### src/rtl/uart_transceiver_cfg.sv
// Configurable full-duplex UART: 16x oversampled TX and RX with
// majority-vote sampling and framing, parity and break status.
module uart_transceiver_cfg #(
  parameter int DATA_BITS = 8,
  parameter int PARITY    = 0,
  parameter int STOP_BITS = 1,
  parameter int DIV_W     = 16
) (
  input  logic                 clk,
  input  logic                 rstn,
  input  logic [DIV_W-1:0]     baud_div,
  input  logic                 tx_start,
  input  logic [DATA_BITS-1:0] tx_data,
  output logic                 tx,
  output logic                 tx_busy,
  output logic                 tx_done,
  input  logic                 rx,
  output logic [DATA_BITS-1:0] rx_data,
  output logic                 rx_done,
  output logic                 rx_busy,
  output logic                 rx_frame_err,
  output logic                 rx_parity_err,
  output logic                 rx_break
);
  typedef enum logic [2:0] {
    S_IDLE, S_START, S_DATA, S_PAR, S_STOP
  } st_e;

  localparam logic PAR_EN  = (PARITY != 0);
  localparam logic PAR_ODD = (PARITY == 1);
  localparam logic [3:0] LAST_DATA = 4'(DATA_BITS - 1);
  localparam logic [3:0] LAST_STOP = 4'(STOP_BITS - 1);
  localparam logic [DIV_W-1:0] ONE = {{(DIV_W-1){1'b0}}, 1'b1};

  logic [DIV_W-1:0] div_eff;
  assign div_eff = (baud_div == '0) ? ONE : baud_div;

  st_e                  tx_st_q, tx_st_d;
  logic [DIV_W-1:0]     tx_div_q, tx_div_d;
  logic [DIV_W-1:0]     tx_cnt_q, tx_cnt_d;
  logic [3:0]           tx_tick_q, tx_tick_d;
  logic [3:0]           tx_bit_q, tx_bit_d;
  logic [DATA_BITS-1:0] tx_sh_q, tx_sh_d;
  logic                 tx_par_q, tx_par_d;
  logic                 tx_q, tx_d;
  logic                 tx_done_q, tx_done_d;
  logic                 tx_tick;

  assign tx_tick = (tx_cnt_q == tx_div_q - ONE);

  always_comb begin
    tx_st_d   = tx_st_q;
    tx_div_d  = tx_div_q;
    tx_cnt_d  = tx_cnt_q;
    tx_tick_d = tx_tick_q;
    tx_bit_d  = tx_bit_q;
    tx_sh_d   = tx_sh_q;
    tx_par_d  = tx_par_q;
    tx_d      = tx_q;
    tx_done_d = 1'b0;
    if (tx_st_q == S_IDLE) begin
      tx_d = 1'b1;
      if (tx_start) begin
        tx_st_d   = S_START;
        tx_div_d  = div_eff;
        tx_cnt_d  = '0;
        tx_tick_d = '0;
        tx_bit_d  = '0;
        tx_sh_d   = tx_data;
        tx_par_d  = (^tx_data) ^ PAR_ODD;
        tx_d      = 1'b0;
      end
    end else if (tx_tick) begin
      tx_cnt_d  = '0;
      tx_tick_d = tx_tick_q + 4'd1;
      if (tx_tick_q == 4'd15) begin
        case (tx_st_q)
          S_START: begin
            tx_st_d = S_DATA;
            tx_d    = tx_sh_q[0];
          end
          S_DATA: begin
            if (tx_bit_q == LAST_DATA) begin
              tx_bit_d = '0;
              tx_st_d  = PAR_EN ? S_PAR : S_STOP;
              tx_d     = PAR_EN ? tx_par_q : 1'b1;
            end else begin
              tx_bit_d = tx_bit_q + 4'd1;
              tx_sh_d  = tx_sh_q >> 1;
              tx_d     = tx_sh_q[1];
            end
          end
          S_PAR: begin
            tx_st_d = S_STOP;
            tx_d    = 1'b1;
          end
          S_STOP: begin
            if (tx_bit_q == LAST_STOP) begin
              tx_st_d   = S_IDLE;
              tx_done_d = 1'b1;
            end else begin
              tx_bit_d = tx_bit_q + 4'd1;
            end
          end
          default: tx_st_d = S_IDLE;
        endcase
      end
    end else begin
      tx_cnt_d = tx_cnt_q + ONE;
    end
  end

  always_ff @(posedge clk or negedge rstn) begin
    if (!rstn) begin
      tx_st_q   <= S_IDLE;
      tx_div_q  <= ONE;
      tx_cnt_q  <= '0;
      tx_tick_q <= '0;
      tx_bit_q  <= '0;
      tx_sh_q   <= '0;
      tx_par_q  <= 1'b0;
      tx_q      <= 1'b1;
      tx_done_q <= 1'b0;
    end else begin
      tx_st_q   <= tx_st_d;
      tx_div_q  <= tx_div_d;
      tx_cnt_q  <= tx_cnt_d;
      tx_tick_q <= tx_tick_d;
      tx_bit_q  <= tx_bit_d;
      tx_sh_q   <= tx_sh_d;
      tx_par_q  <= tx_par_d;
      tx_q      <= tx_d;
      tx_done_q <= tx_done_d;
    end
  end

  assign tx      = tx_q;
  assign tx_busy = (tx_st_q != S_IDLE);
  assign tx_done = tx_done_q;

  logic                 rx_s1_q, rx_s2_q, rx_prev_q;
  st_e                  rx_st_q, rx_st_d;
  logic [DIV_W-1:0]     rx_div_q, rx_div_d;
  logic [DIV_W-1:0]     rx_cnt_q, rx_cnt_d;
  logic [3:0]           rx_tick_q, rx_tick_d;
  logic [3:0]           rx_bit_q, rx_bit_d;
  logic [DATA_BITS-1:0] rx_sh_q, rx_sh_d;
  logic [1:0]           rx_vote_q, rx_vote_d;
  logic                 rx_pbit_q, rx_pbit_d;
  logic [DATA_BITS-1:0] rx_data_q, rx_data_d;
  logic                 rx_fe_q, rx_fe_d;
  logic                 rx_pe_q, rx_pe_d;
  logic                 rx_brk_q, rx_brk_d;
  logic                 rx_done_q, rx_done_d;
  logic                 rx_tick, maj;

  assign rx_tick = (rx_cnt_q == rx_div_q - ONE);
  assign maj = (rx_vote_q[0] & rx_vote_q[1]) |
               (rx_vote_q[0] & rx_s2_q) |
               (rx_vote_q[1] & rx_s2_q);

  always_comb begin
    rx_st_d   = rx_st_q;
    rx_div_d  = rx_div_q;
    rx_cnt_d  = rx_cnt_q;
    rx_tick_d = rx_tick_q;
    rx_bit_d  = rx_bit_q;
    rx_sh_d   = rx_sh_q;
    rx_vote_d = rx_vote_q;
    rx_pbit_d = rx_pbit_q;
    rx_data_d = rx_data_q;
    rx_fe_d   = rx_fe_q;
    rx_pe_d   = rx_pe_q;
    rx_brk_d  = rx_brk_q;
    rx_done_d = 1'b0;
    if (rx_st_q == S_IDLE) begin
      // Only a high-to-low transition starts a frame, so a stuck-low
      // line after a break cannot retrigger.
      if (rx_prev_q && !rx_s2_q) begin
        rx_st_d   = S_START;
        rx_div_d  = div_eff;
        rx_cnt_d  = '0;
        rx_tick_d = '0;
        rx_bit_d  = '0;
      end
    end else if (rx_tick) begin
      rx_cnt_d  = '0;
      rx_tick_d = rx_tick_q + 4'd1;
      if (rx_tick_q == 4'd7) rx_vote_d[0] = rx_s2_q;
      if (rx_tick_q == 4'd8) rx_vote_d[1] = rx_s2_q;
      if (rx_tick_q == 4'd9) begin
        case (rx_st_q)
          S_START: if (maj) rx_st_d = S_IDLE;
          S_DATA:  rx_sh_d = {maj, rx_sh_q[DATA_BITS-1:1]};
          S_PAR:   rx_pbit_d = maj;
          S_STOP: begin
            rx_st_d   = S_IDLE;
            rx_done_d = 1'b1;
            rx_data_d = rx_sh_q;
            rx_fe_d   = !maj;
            rx_pe_d   = PAR_EN && ((^rx_sh_q) ^ rx_pbit_q ^ PAR_ODD);
            rx_brk_d  = !maj && (rx_sh_q == '0) &&
                        !(PAR_EN && rx_pbit_q);
          end
          default: ;
        endcase
      end
      if (rx_tick_q == 4'd15) begin
        case (rx_st_q)
          S_START: rx_st_d = S_DATA;
          S_DATA: begin
            if (rx_bit_q == LAST_DATA) begin
              rx_bit_d = '0;
              rx_st_d  = PAR_EN ? S_PAR : S_STOP;
            end else begin
              rx_bit_d = rx_bit_q + 4'd1;
            end
          end
          S_PAR:   rx_st_d = S_STOP;
          default: ;
        endcase
      end
    end else begin
      rx_cnt_d = rx_cnt_q + ONE;
    end
  end

  always_ff @(posedge clk or negedge rstn) begin
    if (!rstn) begin
      rx_s1_q   <= 1'b0;
      rx_s2_q   <= 1'b0;
      rx_prev_q <= 1'b0;
      rx_st_q   <= S_IDLE;
      rx_div_q  <= ONE;
      rx_cnt_q  <= '0;
      rx_tick_q <= '0;
      rx_bit_q  <= '0;
      rx_sh_q   <= '0;
      rx_vote_q <= '0;
      rx_pbit_q <= 1'b0;
      rx_data_q <= '0;
      rx_fe_q   <= 1'b0;
      rx_pe_q   <= 1'b0;
      rx_brk_q  <= 1'b0;
      rx_done_q <= 1'b0;
    end else begin
      rx_s1_q   <= rx;
      rx_s2_q   <= rx_s1_q;
      rx_prev_q <= rx_s2_q;
      rx_st_q   <= rx_st_d;
      rx_div_q  <= rx_div_d;
      rx_cnt_q  <= rx_cnt_d;
      rx_tick_q <= rx_tick_d;
      rx_bit_q  <= rx_bit_d;
      rx_sh_q   <= rx_sh_d;
      rx_vote_q <= rx_vote_d;
      rx_pbit_q <= rx_pbit_d;
      rx_data_q <= rx_data_d;
      rx_fe_q   <= rx_fe_d;
      rx_pe_q   <= rx_pe_d;
      rx_brk_q  <= rx_brk_d;
      rx_done_q <= rx_done_d;
    end
  end

  assign rx_data       = rx_data_q;
  assign rx_done       = rx_done_q;
  assign rx_busy       = (rx_st_q != S_IDLE);
  assign rx_frame_err  = rx_fe_q;
  assign rx_parity_err = rx_pe_q;
  assign rx_break      = rx_brk_q;
endmodule

### config.mk
export PLATFORM = sky130hd
export DESIGN_NAME = uart_transceiver_cfg
export DESIGN_NICKNAME = d
export VERILOG_FILES = /design/src/rtl/uart_transceiver_cfg.sv
export SDC_FILE = /design/constraint.sdc
export NUM_CORES = 1
export LEC_CHECK = 0
export CAP_MARGIN = 0
export CORE_ASPECT_RATIO = 0.9
export CORE_UTILIZATION = 52
export DETAILED_ROUTE_END_ITERATION = 7
export PLACE_DENSITY = 0.79
export SLEW_MARGIN = 20
export SYNTH_ARGS = -nofsm -noshare
export SYNTH_HDL_FRONTEND = slang
export SYNTH_SLANG_ARGS = --single-unit
### constraint.sdc
create_clock -name clk -period 4 [get_ports clk]
set_input_delay 0.6 -clock clk [delete_from_list [all_inputs] [get_ports clk]]
set_output_delay 0.6 -clock clk [all_outputs]
set_load 0.03 [all_outputs]
==> results.rst <==
.. list-table::
   :header-rows: 1

   * - Metric
     - Value
   * - Count of yosys warnings during synthesis
     - 0
   * - CTS resizes
     - 0
   * - Count of antenna-violating nets left after detailed routing
     - 0
   * - HPWL after DPL
     - 10400 um
   * - Final hold slack
     - 0.221 ns
   * - Run status
     - finished clean
   * - Critical path class
     - flip-flop to flip-flop
   * - Commonest cells after routing, fill and taps aside
     - 117 x dfrtp_1, 99 x nand2_1, 58 x nor2_1
   * - Final setup TNS
     - 0 ns
   * - Flip-flop and latch count after synthesis
     - 120
   * - # clock sinks
     - 120
   * - Via total after detailed routing
     - 5296
   * - Critical Path Start Type
     - flip-flop
   * - Final net count
     - 765
   * - Number of standard cells after synthesis
     - 687
   * - Layout overhead on the synthesized area
     - 16.9%
   * - Ant diodes
     - 0
   * - Vias in the first global route
     - 5225
   * - Vias per cell
     - 5.89
   * - Most common library cell in the layout ignoring fill and taps
     - dfrtp_1
   * - Least-Margin Pin Slew
     - 0.875 ns
   * - Predominant post-synthesis flop cell
     - dfrtp_1
   * - Clock tree from TritonCTS
     - done
   * - Final Hold Vio Count
     - 0
   * - Remaining design rule violation count
     - 0
   * - Initial antenna violation count
     - 1
   * - Required time of the critical path
     - 4.30 ns
   * - Cell Area, Placed
     - 7130 um^2
   * - Part of the total power dissipated in combinational logic
     - 16.0%
   * - Worst Skew
     - 0.00612 ns
   * - Final weighted congestion of routability-driven global placement
     - 0.937
   * - Ratio of cells with drive above 1 in the final layout
     - 12.0%
   * - Data arrival, critical path
     - 3.95 ns
   * - Sequential cell area fraction in the yosys report
     - 45.7%
   * - Worst Setup End Kind
     - flip-flop
   * - Maximum clock frequency
     - 274 MHz
   * - Total chip power
     - 3.46 mW
   * - Clk root buf
     - clkbuf_16
   * - Power density cells
     - 450 nW/um^2
   * - Number of distinct library cell variants in the gate-level netlist after synthesis
     - 67
   * - Switching part of the total power
     - 29.4%
   * - Skew-Pair Late Insertion Delay
     - 0.42 ns
   * - Setup Buffers After CTS
     - 0
   * - Overall die area
     - 13100 um^2
   * - Async SR Flop Fraction
     - 100%
   * - Syn_nets
     - 726
   * - Max-Slew Margin vs Limit
     - 40.9%
   * - Worst reg-to-reg setup slack
     - 0.34 ns
   * - Core Box Area
     - 12200 um^2
   * - Portion of total power attributed to the clock network
     - 41.4%
   * - Number of buffers created by CTS
     - 17
   * - Final WL
     - 14800 um
   * - Average instance area after synthesis
     - 9.57 um^2
   * - Area used by multi-input combinational logic
     - 3360 um^2
   * - Total count of max-transition violations in the final report
     - 0
   * - Worst hold path type
     - input port to asynchronous set/reset pin
   * - Netlist Area Pre-Place
     - 6570 um^2
   * - Worst reg2reg path depth
     - 10
   * - CP max FO
     - 20
   * - Maximum ir drop on the vdd rail
     - 0.300 mV
   * - Cell area after layout
     - 7690 um^2
   * - RSZ-0062 raised after global routing
     - no
   * - Post-CTS Hold Buffers
     - 0
   * - Die Height
     - 109 um
   * - Number of core rows
     - 38
   * - Power dissipated by switching net loads
     - 1.02 mW
   * - Global route overflow
     - 0
   * - Port Buffers
     - 42
   * - Max-cap viol count
     - 0
   * - Worst reg2reg startpoint
     - rx_div_q[1]$_DFFE_PN0P_
   * - First-pass GRT wire length
     - 25000 um
   * - Endpoint of the lowest-slack register-to-register path
     - rx_sh_q[6]$_DFFE_PN0P_
   * - Clock slew at reported path FFs
     - 0.05 ns
   * - Post-route minimum period
     - 3.66 ns
   * - Standby leakage power
     - 3.50 nW
   * - Power share of the sequential group
     - 42.6%
   * - Setup Viol. Count Final
     - 0
   * - Largest net degree at the start of global routing
     - 56
   * - Starting Density
     - 54.0%
   * - Area of all sequential standard cells
     - 3010 um^2
   * - Post-synth EDFFs
     - 0
   * - Maximum buffer depth of the clock tree
     - 2
   * - Io pins
     - 44
   * - Total of fill cells in the finished design
     - 1003
   * - Tot GR Track Use
     - 24.2%
   * - DRC marker count from the first detailed-route iteration
     - 439
   * - Count of TritonRoute iterations in the first routing pass
     - 5
   * - Int Power
     - 2.44 mW
   * - H-tree level count
     - 4
   * - Floorplan die width
     - 121 um
   * - Wire length per cell after detailed routing
     - 16.5 um
   * - Share of the clock period used by the worst path
     - 91.4%
-- layout make-up --
cell class / instances / share of cell area (%)
clock buffers: 21 / 5.99
clock inverters: 11 / 1.29
inverters: 22 / 1.07
multi-input cells: 515 / 43.7
flip-flops and latches: 120 / 39.1
well taps: 160 / 2.60
repair buffers: 50 / 6.22
-- flip-flops by register name, summed over array words and instances, names as in the netlist, 8 cells and up --
name / count
rx_cnt_q: 16
rx_data: 8
rx_div_q: 16
rx_sh_q: 8
tx_cnt_q: 16
tx_div_q: 16
tx_sh_q: 8
-- stage by stage --
step | utilization (%) | worst slack [ns] | instances
2_1_floorplan | - | 0.934 | 687
3_3_place_gp | 58.6 | 0.632 | 867
3_5_place_dp | 58.6 | 0.456 | 867
4_1_cts | 63.1 | 0.406 | 899
5_1_grt | 63.1 | 0.169 | 899
6_report | 63.1 | 0.345 | 899
-- worst max-delay path, stage by stage, from the launching register on --
cell and delay (ns):
dfrtp_1 0.41, inv_1 0.09, ha_1 0.24, nor2b_1 0.32
nand4b_1 0.20, or3_1 0.38, xnor2_1 0.23, nand4_1 0.14
or4_4 0.59, nor4_4 0.53, mux2_2 0.40
-- how the worst max path moves through the flow --
stage | endpoint | startpoint | depth (start not counted)
2_1_floorplan | rx_sh_q[0]$_DFFE_PN0P_ | rx_div_q[2]$_DFFE_PN0P_ | 8
3_3_place_gp | rx_sh_q[4]$_DFFE_PN0P_ | rx_div_q[2]$_DFFE_PN0P_ | 8
3_5_place_dp | rx_sh_q[6]$_DFFE_PN0P_ | rx_div_q[1]$_DFFE_PN0P_ | 10
4_1_cts | rx_sh_q[6]$_DFFE_PN0P_ | rx_div_q[1]$_DFFE_PN0P_ | 10
5_1_grt | rx_sh_q[0]$_DFFE_PN0P_ | rx_div_q[1]$_DFFE_PN0P_ | 10
6_report | rx_sh_q[6]$_DFFE_PN0P_ | rx_div_q[1]$_DFFE_PN0P_ | 10
-- per-layer routing --
metal | up-vias | global-route usage (%) | share of wire (%)
li1 | 2517 | - | -
met1 | 2630 | 31.3 | 46
met2 | 124 | 40.4 | 48
met3 | 23 | 5.07 | 3.9
met4 | 2 | 8.99 | 1.6
met5 | - | 0 | 0.088
-- power by group through the flow --
stage / clock (mW) / combinational, mW / sequential (mW)
finish: 1.43 / 0.555 / 1.47
global route: 1.50 / 0.629 / 1.49
CTS: 1.45 / 0.551 / 1.47
detailed placement: 0 / 0.547 / 1.49
global placement: 0 / 0.517 / 1.48
floorplan: 0 / 0.405 / 1.45
-- synthesized netlist by cell type, types with 10 or more instances --
cell / number / area, um^2
a21oi_1: 11 / 55.1
clkbuf_1: 21 / 78.8
dfrtp_1: 117 / 2930
ha_1: 11 / 138
inv_1: 20 / 75.1
mux2_2: 35 / 394
nand2_1: 99 / 372
nand2b_1: 13 / 81.3
nand3_1: 29 / 145
nand4_1: 18 / 113
nor2_1: 58 / 218
nor3_1: 16 / 80.1
nor4_1: 10 / 62.6
o21ai_0: 25 / 125
o22ai_1: 12 / 75.1
xnor2_1: 20 / 175
xor2_1: 41 / 359
-- logic make-up (layout without fill, tap and decap cells) --
family          count (synthesis)  count (layout)  share of synthesized area (%)
flops                         120             120                           45.7
fa+ha+maj                      11              11                           2.09
other cells                     1               1                         0.0570
simple gates                  301             301                           23.7
xor+xnor                       61              61                           8.13
compound gates                100             100                           10.2
mux                            41              41                           6.91
buf+inv                        52             104                           3.16
Note: power is estimated with default switching activity, not from simulation.
